--- config.mk ---
export PLATFORM = sky130hd
export DESIGN_NAME = axil_strobe_wb_bridge_flat
export DESIGN_NICKNAME = d
export VERILOG_FILES = /design/src/rtl/axil_strobe_wb_bridge_pkg.sv /design/src/rtl/axil_strobe_wb_bridge_if.sv /design/src/rtl/axil_strobe_wb_bridge_timeout_ctr.sv /design/src/rtl/axil_strobe_wb_bridge.sv /design/src/flat_wrapper.sv
export SDC_FILE = /design/constraint.sdc
export NUM_CORES = 1
export LEC_CHECK = 0
export ABC_AREA = 1
export BUFFER_PORTS_ARGS = -buffer_cell sky130_fd_sc_hd__buf_4
export CAP_MARGIN = 15
export CORE_MARGIN = 2
export CORE_UTILIZATION = 50
export CTS_CLUSTER_DIAMETER = 100
export DETAILED_ROUTE_END_ITERATION = 7
export PLACE_DENSITY = 0.9
export SYNTH_ARGS = -nofsm -noshare
export SYNTH_HDL_FRONTEND = slang
export SYNTH_HIERARCHICAL = 1
export SYNTH_SLANG_ARGS = --single-unit
--- constraint.sdc ---
create_clock -name axilClk -period 4.4 [get_ports axilClk]
set_clock_uncertainty 0.2 [all_clocks]
set_input_delay 0.88 -clock axilClk [delete_from_list [all_inputs] [get_ports axilClk]]
set_output_delay 0.88 -clock axilClk [all_outputs]
set_load 0.03 [all_outputs]
--- src/rtl/axil_strobe_wb_bridge_pkg.sv ---
// Shared encodings and constants for the strobe-to-Wishbone bridge and the
// upstream AXI-Lite address merge.
package axil_strobe_wb_bridge_pkg;

  typedef enum logic [1:0] {
    StIdle  = 2'd0,
    StCycle = 2'd1,
    StHold  = 2'd2,
    StDrain = 2'd3
  } state_e;

  localparam logic [31:0] ErrDataDefault = 32'hBAD0_BAD0;

  // Wishbone slot addresses decoded by the merge
  localparam logic [13:0] WbSlot0Addr = 14'h1;
  localparam logic [13:0] WbSlot1Addr = 14'h2;

endpackage

--- src/rtl/axil_strobe_wb_bridge_if.sv ---
// Strobe-slot side (from the merge) and classic Wishbone master side of the bridge.
interface axil_strobe_wb_bridge_if #(
  parameter int unsigned ADDR_W = 14
);
  logic [ADDR_W-1:0] addr;
  logic [31:0]       wdata;
  logic              wstr;
  logic              rstr;
  logic              wack;
  logic              rack;
  logic [31:0]       dout;

  logic              wb_cyc_o;
  logic              wb_stb_o;
  logic              wb_we_o;
  logic [ADDR_W-1:0] wb_adr_o;
  logic [31:0]       wb_dat_o;
  logic [31:0]       wb_dat_i;
  logic              wb_ack_i;
  logic              wb_err_i;

  modport master (
    input  addr, wdata, wstr, rstr, wb_dat_i, wb_ack_i, wb_err_i,
    output wack, rack, dout, wb_cyc_o, wb_stb_o, wb_we_o, wb_adr_o, wb_dat_o
  );

  modport slave (
    output addr, wdata, wstr, rstr, wb_dat_i, wb_ack_i, wb_err_i,
    input  wack, rack, dout, wb_cyc_o, wb_stb_o, wb_we_o, wb_adr_o, wb_dat_o
  );

endinterface

--- src/rtl/axil_strobe_wb_bridge_timeout_ctr.sv ---
// 16-bit saturating cycle counter; o_reached flags the last allowed cycle of a
// Wishbone transfer so the bridge aborts after exactly TIMEOUT clocks.
module axil_strobe_wb_bridge_timeout_ctr #(
  parameter int unsigned TIMEOUT = 255
) (
  input  logic i_clk,
  input  logic i_rst,
  input  logic i_clr,
  input  logic i_en,
  output logic o_reached
);

  localparam logic [15:0] Limit = 16'(TIMEOUT - 1);

  logic [15:0] r_count;

  always_ff @(posedge i_clk) begin
    if (i_rst || i_clr) begin
      r_count <= 16'd0;
    end else if (i_en && (r_count != 16'hFFFF)) begin
      r_count <= r_count + 16'd1;
    end
  end

  assign o_reached = (r_count >= Limit);

endmodule

--- src/rtl/axil_strobe_wb_bridge.sv ---
// Turns one level-held write/read strobe pair into a single classic Wishbone
// cycle with timeout, error data substitution and sticky/saturating error stats.
module axil_strobe_wb_bridge
  import axil_strobe_wb_bridge_pkg::*;
#(
  parameter int unsigned ADDR_W   = 14,
  parameter int unsigned TIMEOUT  = 255,
  parameter logic [31:0] ERR_DATA = ErrDataDefault
) (
  input  logic                    axilClk,
  input  logic                    axilRst,
  axil_strobe_wb_bridge_if.master bus,
  output logic                    err_sticky,
  output logic [15:0]             err_count
);

  state_e            r_state, w_state_d;
  logic              r_wprev, r_rprev;
  logic              r_wpend, r_rpend, w_wpend_d, w_rpend_d;
  logic              r_we, w_we_d;
  logic [ADDR_W-1:0] r_adr, w_adr_d;
  logic [31:0]       r_dat_o, w_dat_d;
  logic              r_cyc, w_cyc_d;
  logic              r_wack, w_wack_d;
  logic              r_rack, w_rack_d;
  logic [31:0]       r_dout, w_dout_d;
  logic              r_drop, w_drop_d;
  logic              r_err_sticky;
  logic [15:0]       r_err_count;
  logic              w_wreq, w_rreq, w_orig, w_fail, w_done, w_reached, w_err_evt;

  // A request survives only while its strobe is still held
  assign w_wreq = (r_wpend | (bus.wstr & ~r_wprev)) & bus.wstr;
  assign w_rreq = (r_rpend | (bus.rstr & ~r_rprev)) & bus.rstr;
  assign w_orig = r_we ? bus.wstr : bus.rstr;
  assign w_fail = bus.wb_err_i | w_reached;
  assign w_done = bus.wb_ack_i | w_fail;

  axil_strobe_wb_bridge_timeout_ctr #(
    .TIMEOUT (TIMEOUT)
  ) u_timeout_ctr (
    .i_clk     (axilClk),
    .i_rst     (axilRst),
    .i_clr     (r_state != StCycle),
    .i_en      (r_state == StCycle),
    .o_reached (w_reached)
  );

  always_comb begin
    w_state_d = r_state;
    w_wpend_d = w_wreq;
    w_rpend_d = w_rreq;
    w_we_d    = r_we;
    w_adr_d   = r_adr;
    w_dat_d   = r_dat_o;
    w_cyc_d   = r_cyc;
    w_wack_d  = r_wack;
    w_rack_d  = r_rack;
    w_dout_d  = r_dout;
    w_drop_d  = r_drop;
    w_err_evt = 1'b0;
    unique case (r_state)
      StIdle: begin
        if (w_wreq || w_rreq) begin
          w_we_d    = w_wreq;
          w_adr_d   = bus.addr;
          w_dat_d   = bus.wdata;
          w_cyc_d   = 1'b1;
          w_drop_d  = 1'b0;
          w_state_d = StCycle;
          if (w_wreq) w_wpend_d = 1'b0;
          else        w_rpend_d = 1'b0;
        end
      end
      StCycle: begin
        if (!w_orig) w_drop_d = 1'b1;
        if (w_done) begin
          w_cyc_d   = 1'b0;
          w_err_evt = w_fail;
          // Upstream abandoned the request: finish quietly, no acknowledge
          if (r_drop || !w_orig) begin
            w_state_d = StIdle;
          end else begin
            w_state_d = StHold;
            w_wack_d  = r_we;
            w_rack_d  = ~r_we;
            if (!r_we) w_dout_d = w_fail ? ERR_DATA : bus.wb_dat_i;
          end
        end
      end
      StHold: begin
        if (!w_orig) begin
          w_wack_d  = 1'b0;
          w_rack_d  = 1'b0;
          w_dout_d  = 32'd0;
          w_state_d = StDrain;
        end
      end
      StDrain: w_state_d = StIdle;
      default: w_state_d = StIdle;
    endcase
  end

  always_ff @(posedge axilClk) begin
    if (axilRst) begin
      r_state      <= StIdle;
      r_wprev      <= bus.wstr;
      r_rprev      <= bus.rstr;
      r_wpend      <= 1'b0;
      r_rpend      <= 1'b0;
      r_we         <= 1'b0;
      r_adr        <= '0;
      r_dat_o      <= 32'd0;
      r_cyc        <= 1'b0;
      r_wack       <= 1'b0;
      r_rack       <= 1'b0;
      r_dout       <= 32'd0;
      r_drop       <= 1'b0;
      r_err_sticky <= 1'b0;
      r_err_count  <= 16'd0;
    end else begin
      r_state <= w_state_d;
      r_wprev <= bus.wstr;
      r_rprev <= bus.rstr;
      r_wpend <= w_wpend_d;
      r_rpend <= w_rpend_d;
      r_we    <= w_we_d;
      r_adr   <= w_adr_d;
      r_dat_o <= w_dat_d;
      r_cyc   <= w_cyc_d;
      r_wack  <= w_wack_d;
      r_rack  <= w_rack_d;
      r_dout  <= w_dout_d;
      r_drop  <= w_drop_d;
      if (w_err_evt) begin
        r_err_sticky <= 1'b1;
        if (r_err_count != 16'hFFFF) r_err_count <= r_err_count + 16'd1;
      end
    end
  end

  assign bus.wb_cyc_o = r_cyc;
  assign bus.wb_stb_o = r_cyc;
  assign bus.wb_we_o  = r_we;
  assign bus.wb_adr_o = r_adr;
  assign bus.wb_dat_o = r_dat_o;
  assign bus.wack     = r_wack;
  assign bus.rack     = r_rack;
  assign bus.dout     = r_dout;
  assign err_sticky   = r_err_sticky;
  assign err_count    = r_err_count;

endmodule
--- src/flat_wrapper.sv ---
// flat-port wrapper written by rule: the top's interface ports become plain ports
module axil_strobe_wb_bridge_flat import axil_strobe_wb_bridge_pkg::*;
#(
  parameter int unsigned ADDR_W   = 14,
  parameter int unsigned TIMEOUT  = 255,
  parameter logic [31:0] ERR_DATA = ErrDataDefault
)
  (axilClk, axilRst, err_sticky, err_count, bus_addr, bus_wdata, bus_wstr, bus_rstr, bus_wb_dat_i, bus_wb_ack_i, bus_wb_err_i, bus_wack, bus_rack, bus_dout, bus_wb_cyc_o, bus_wb_stb_o, bus_wb_we_o, bus_wb_adr_o, bus_wb_dat_o);
  axil_strobe_wb_bridge_if #(.ADDR_W(ADDR_W)) bus_i ();
  input  logic axilClk;
  input  logic axilRst;
  output logic err_sticky;
  output logic [15:0] err_count;
  input wire logic [$bits(bus_i.addr)-1:0] bus_addr;
  input wire logic [$bits(bus_i.wdata)-1:0] bus_wdata;
  input wire logic [$bits(bus_i.wstr)-1:0] bus_wstr;
  input wire logic [$bits(bus_i.rstr)-1:0] bus_rstr;
  input wire logic [$bits(bus_i.wb_dat_i)-1:0] bus_wb_dat_i;
  input wire logic [$bits(bus_i.wb_ack_i)-1:0] bus_wb_ack_i;
  input wire logic [$bits(bus_i.wb_err_i)-1:0] bus_wb_err_i;
  output wire logic [$bits(bus_i.wack)-1:0] bus_wack;
  output wire logic [$bits(bus_i.rack)-1:0] bus_rack;
  output wire logic [$bits(bus_i.dout)-1:0] bus_dout;
  output wire logic [$bits(bus_i.wb_cyc_o)-1:0] bus_wb_cyc_o;
  output wire logic [$bits(bus_i.wb_stb_o)-1:0] bus_wb_stb_o;
  output wire logic [$bits(bus_i.wb_we_o)-1:0] bus_wb_we_o;
  output wire logic [$bits(bus_i.wb_adr_o)-1:0] bus_wb_adr_o;
  output wire logic [$bits(bus_i.wb_dat_o)-1:0] bus_wb_dat_o;
  assign bus_i.addr = bus_addr;
  assign bus_i.wdata = bus_wdata;
  assign bus_i.wstr = bus_wstr;
  assign bus_i.rstr = bus_rstr;
  assign bus_i.wb_dat_i = bus_wb_dat_i;
  assign bus_i.wb_ack_i = bus_wb_ack_i;
  assign bus_i.wb_err_i = bus_wb_err_i;
  assign bus_wack = bus_i.wack;
  assign bus_rack = bus_i.rack;
  assign bus_dout = bus_i.dout;
  assign bus_wb_cyc_o = bus_i.wb_cyc_o;
  assign bus_wb_stb_o = bus_i.wb_stb_o;
  assign bus_wb_we_o = bus_i.wb_we_o;
  assign bus_wb_adr_o = bus_i.wb_adr_o;
  assign bus_wb_dat_o = bus_i.wb_dat_o;
  axil_strobe_wb_bridge #(.ADDR_W(ADDR_W), .TIMEOUT(TIMEOUT), .ERR_DATA(ERR_DATA)) u_core (.axilClk(axilClk), .axilRst(axilRst), .bus(bus_i), .err_sticky(err_sticky), .err_count(err_count));
endmodule
==> run metrics <==
status finished, final reports clean; min Tclk post-route between 2000 and 3000 ps; largest net degree at the start of global routing 55; R2R Path Start u_core/u_timeout_ctr/r_count[0]; num rows 37; Final Util 0.6999; crit-path cells inv_1 -> ha_1 -> o211ai_1 -> nand3_1 -> nor2_4 -> nand2_1 -> nand3_4 -> inv_2 -> o21ai_1 -> a21oi_1; Peak VDD IR 0.0002759 V; type of the worst setup path flip-flop to flip-flop; critical path fanouts, max 35; min-delay src u_core/bus.wb_adr_o[4]; Wirelength per Cell approximately 13 microns; Psw 0.9797 mW; post-CTS setup buffer count 0; Switching Share 0.3040; Hold Path Class flip-flop to flip-flop; total grt overflow 0; Leak 3.095 nW; synth warn 6; drt pass-1 iters 7; Die Wd around 110 microns; Top-Level Pins around 180; Antenna Cells 0; synthesized area 5249 sq um; # setup viols final 0; total negative slack 0 ps; routed wire length 13510 microns; initial antenna violation count 0; CORE AREA ~10000 sq um; GPL Wtd Cong between 0.8 and 0.9; clk_lat worst skew 510 ps; DRC errors left 0; Avg Cell Area, Syn ~7.3 sq um; Critical Path Sink Type flip-flop; multiplexer share of the synthesized area 0; sequential power share 0.387; Clock power frac 0.417; Final ANT Viol Nets 0; PwrDens 448.0 nW/um^2; WP data required 4550 ps; max-cap check violation count 0; internal power roughly 2.2 mW; Vias/cell between 5 and 6; Final Max Tran Viols 0; RSZ-0062 raised after global routing false; Worst Setup Start Kind flip-flop; GRT Overall Usage 0.2348; sequential area share after synthesis 0.4653; number of fillers in the final layout 851; main combinational cell family by area after synthesis simple AND/OR/NAND/NOR gates; Slowest cell on crit path dfxtp_1; Nets approximately 1000; reg2reg path depth 10; Clock Tree Root clkbuf_8; synth unique cells 31; DIE AREA 11330 sq um; fraction of layout cells with a size suffix above 1 0.2786; vias 5274; multi-input logic area 2442 sq um; Die H 106.5 microns; final period utilization 0.5987; Hold Path End u_core/bus.wb_adr_o[4]; CTS Buf Count 17; hold_buf cts 0; syn_nets 806; Hold Vio Cnt, Final 0; IO buf count 183; area added between synthesis and finish 37.04%; Post-Synth XOR/XNOR Area 0.01001; H-tree levels 4; register area between 2000 and 2500 sq um; initial drt markers roughly 320; area fraction in compound gates after synthesis 0.1378; first-pass GRT wire length ~22000 microns; WHS 281.8 ps; Hold Crit Depth 2; RR Endpoint u_core/bus.dout[7]; CTS tree built; Max transition margin 0.2437; clk slew on worst S/H paths 60 ps; simple-gate share of the synthesized area 0.3104; combinational power share 0.197; #FFs+latches synth 122; post-synthesis instance total about 720; FMAX 379.6 MHz; CTS Buffer Depth 2; actual slew at the worst max-slew pin roughly 1100 ps; clk sinks 122; dpl hpwl 9149 microns; R2R setup slack between 1500 and 2000 ps; vias in the first global route 4881; arrival time worst endpoint around 2800 ps; Initial Util 0.5107; Synth Area in Adders 0.007151; CP peak stage delay 400 ps; Resized Gates After CTS 0
through the flow:
| stage | worst slack [ps] | instance area (sq um) | std cells | power, mW |
|---|---|---|---|---|
| CTS | 1777 | 7193 | 1037 | 3.250 |
| finish | 1766 | 7193 | 1037 | 3.223 |
| floorplan | 2313 | 5249 | 719 | 1.670 |
| detailed placement | 1717 | 6615 | 1005 | 1.900 |
| global placement | 1755 | 6615 | 1005 | 1.890 |
| global route | 1581 | 7193 | 1037 | 3.364 |
per-layer routing:
| layer | track usage | vias to the layer above | wire, microns |
|---|---|---|---|
| met3 | 0.07909 | 20 | 999 |
| li1 | - | 2679 | - |
| met2 | 0.4093 | 178 | 6803 |
| met1 | 0.2658 | 2397 | 5450 |
| met4 | 0.08813 | 0 | 256 |
| met5 | 0 | - | 0 |
cells by family after synthesis:
family,Yosys count
DFF,122
AOI/OAI and AO/OA,136
buffers and inverters,80
and+or+nand+nor,372
xor gates and xnor gates,6
adders and majority gates,3
power groups by stage:
stage	Sequential [mW]	Combinational, mW	Clock, mW
after global routing	1.26	0.686	1.42
final	1.25	0.633	1.34
after global placement	1.27	0.624	0
after CTS	1.25	0.636	1.37
after detailed placement	1.27	0.631	0
after floorplan	1.42	0.247	0
critical path: cells and delay by family (launching register included):
family                     cells  cell delay (ps)
and+or+nand+nor                4              950
DFF                            1              400
AOI/OAI and AO/OA              3              400
buffers and inverters          2              320
adders and majority gates      1              210
worst max-delay path by stage:
stage / slack [ps] / end / startpoint / cells past startpoint
2_1_floorplan: 2310 / u_core/bus.dout[31] / u_core/u_timeout_ctr/r_count[0] / 11
3_3_place_gp: 1760 / u_core/bus.wb_dat_o[18] / axilRst / 5
3_5_place_dp: 1720 / u_core/bus.wb_dat_o[12] / axilRst / 5
4_1_cts: 1780 / u_core/bus.dout[7] / u_core/u_timeout_ctr/r_count[0] / 10
5_1_grt: 1580 / u_core/bus.dout[13] / u_core/u_timeout_ctr/r_count[0] / 10
6_report: 1770 / u_core/bus.dout[7] / u_core/u_timeout_ctr/r_count[0] / 10
synth_stat cells:
cell        n  share of area
a21oi_1    57          0.054
a21o_1      1         0.0014
nor2_4      2         0.0043
buf_6       3         0.0064
dfxtp_1   122           0.47
nor4_1      2         0.0024
nor2_8      3          0.011
buf_2      13          0.012
a211oi_1    1         0.0014
nand3_4     2         0.0067
nand3_1    63          0.060
nand2_1   118          0.084
a21oi_2     8          0.013
o211ai_1    3         0.0043
nor2_2      4         0.0048
o21ai_0    46          0.044
nand4_1     7         0.0083
inv_1      38          0.027
nor3b_1     1         0.0014
nor3_1      3         0.0029
inv_4       1         0.0012
nor2_1    158           0.11
buf_4       3         0.0043
xnor2_1     3         0.0050
xor2_1      3         0.0050
ha_1        3         0.0072
inv_2       6         0.0043
clkbuf_1   15          0.011
buf_8       1         0.0029
o21ai_1    20          0.019
nand2_2     9          0.011
flip-flops by register name, summed over array words and instances (netlist names), named ones only:
signal                        count
u_core/bus.wb_cyc_o               1
u_core/bus.dout                  32
u_core/bus.rack                   1
u_core/bus.wack                   1
u_core/r_state                    1
u_core/bus.wb_we_o                1
u_core/r_rprev                    1
u_core/r_rpend                    1
u_core/err_sticky                 1
u_core/bus.wb_adr_o              14
u_core/r_wpend                    1
u_core/err_count                 16
u_core/bus.wb_dat_o              32
u_core/r_drop                     1
u_core/u_timeout_ctr/r_count     16
u_core/r_wprev                    1
layout make-up:
class | instances | share of cell area
Tap cell | 136 | 0.02366
Timing Repair Buffer | 185 | 0.1931
Clock inverter | 14 | 0.02226
Inverter | 45 | 0.02383
Clock buffer | 18 | 0.05810
Multi-Input combinational cell | 517 | 0.3395
Sequential cell | 122 | 0.3395
cell usage in the layout (no fill, tap or decap):
cell type   count
a211oi_1        1
a21o_1          1
a21oi_1        57
a21oi_2         8
buf_4         185
bufinv_16       2
clkbuf_1        1
clkbuf_16      16
clkbuf_8        1
clkinv_2        1
clkinv_4        4
clkinvlp_4      1
dfxtp_1       122
ha_1            3
inv_1          38
inv_2           6
inv_4           1
inv_6           6
nand2_1       118
nand2_2         9
nand3_1        63
nand3_4         2
nand4_1         7
nor2_1        158
nor2_2          4
nor2_4          2
nor2_8          3
nor3_1          3
nor3b_1         1
nor4_1          2
o211ai_1        3
o21ai_0        46
o21ai_1        20
xnor2_1         3
xor2_1          3
Note: power is estimated with default switching activity, not from simulation.
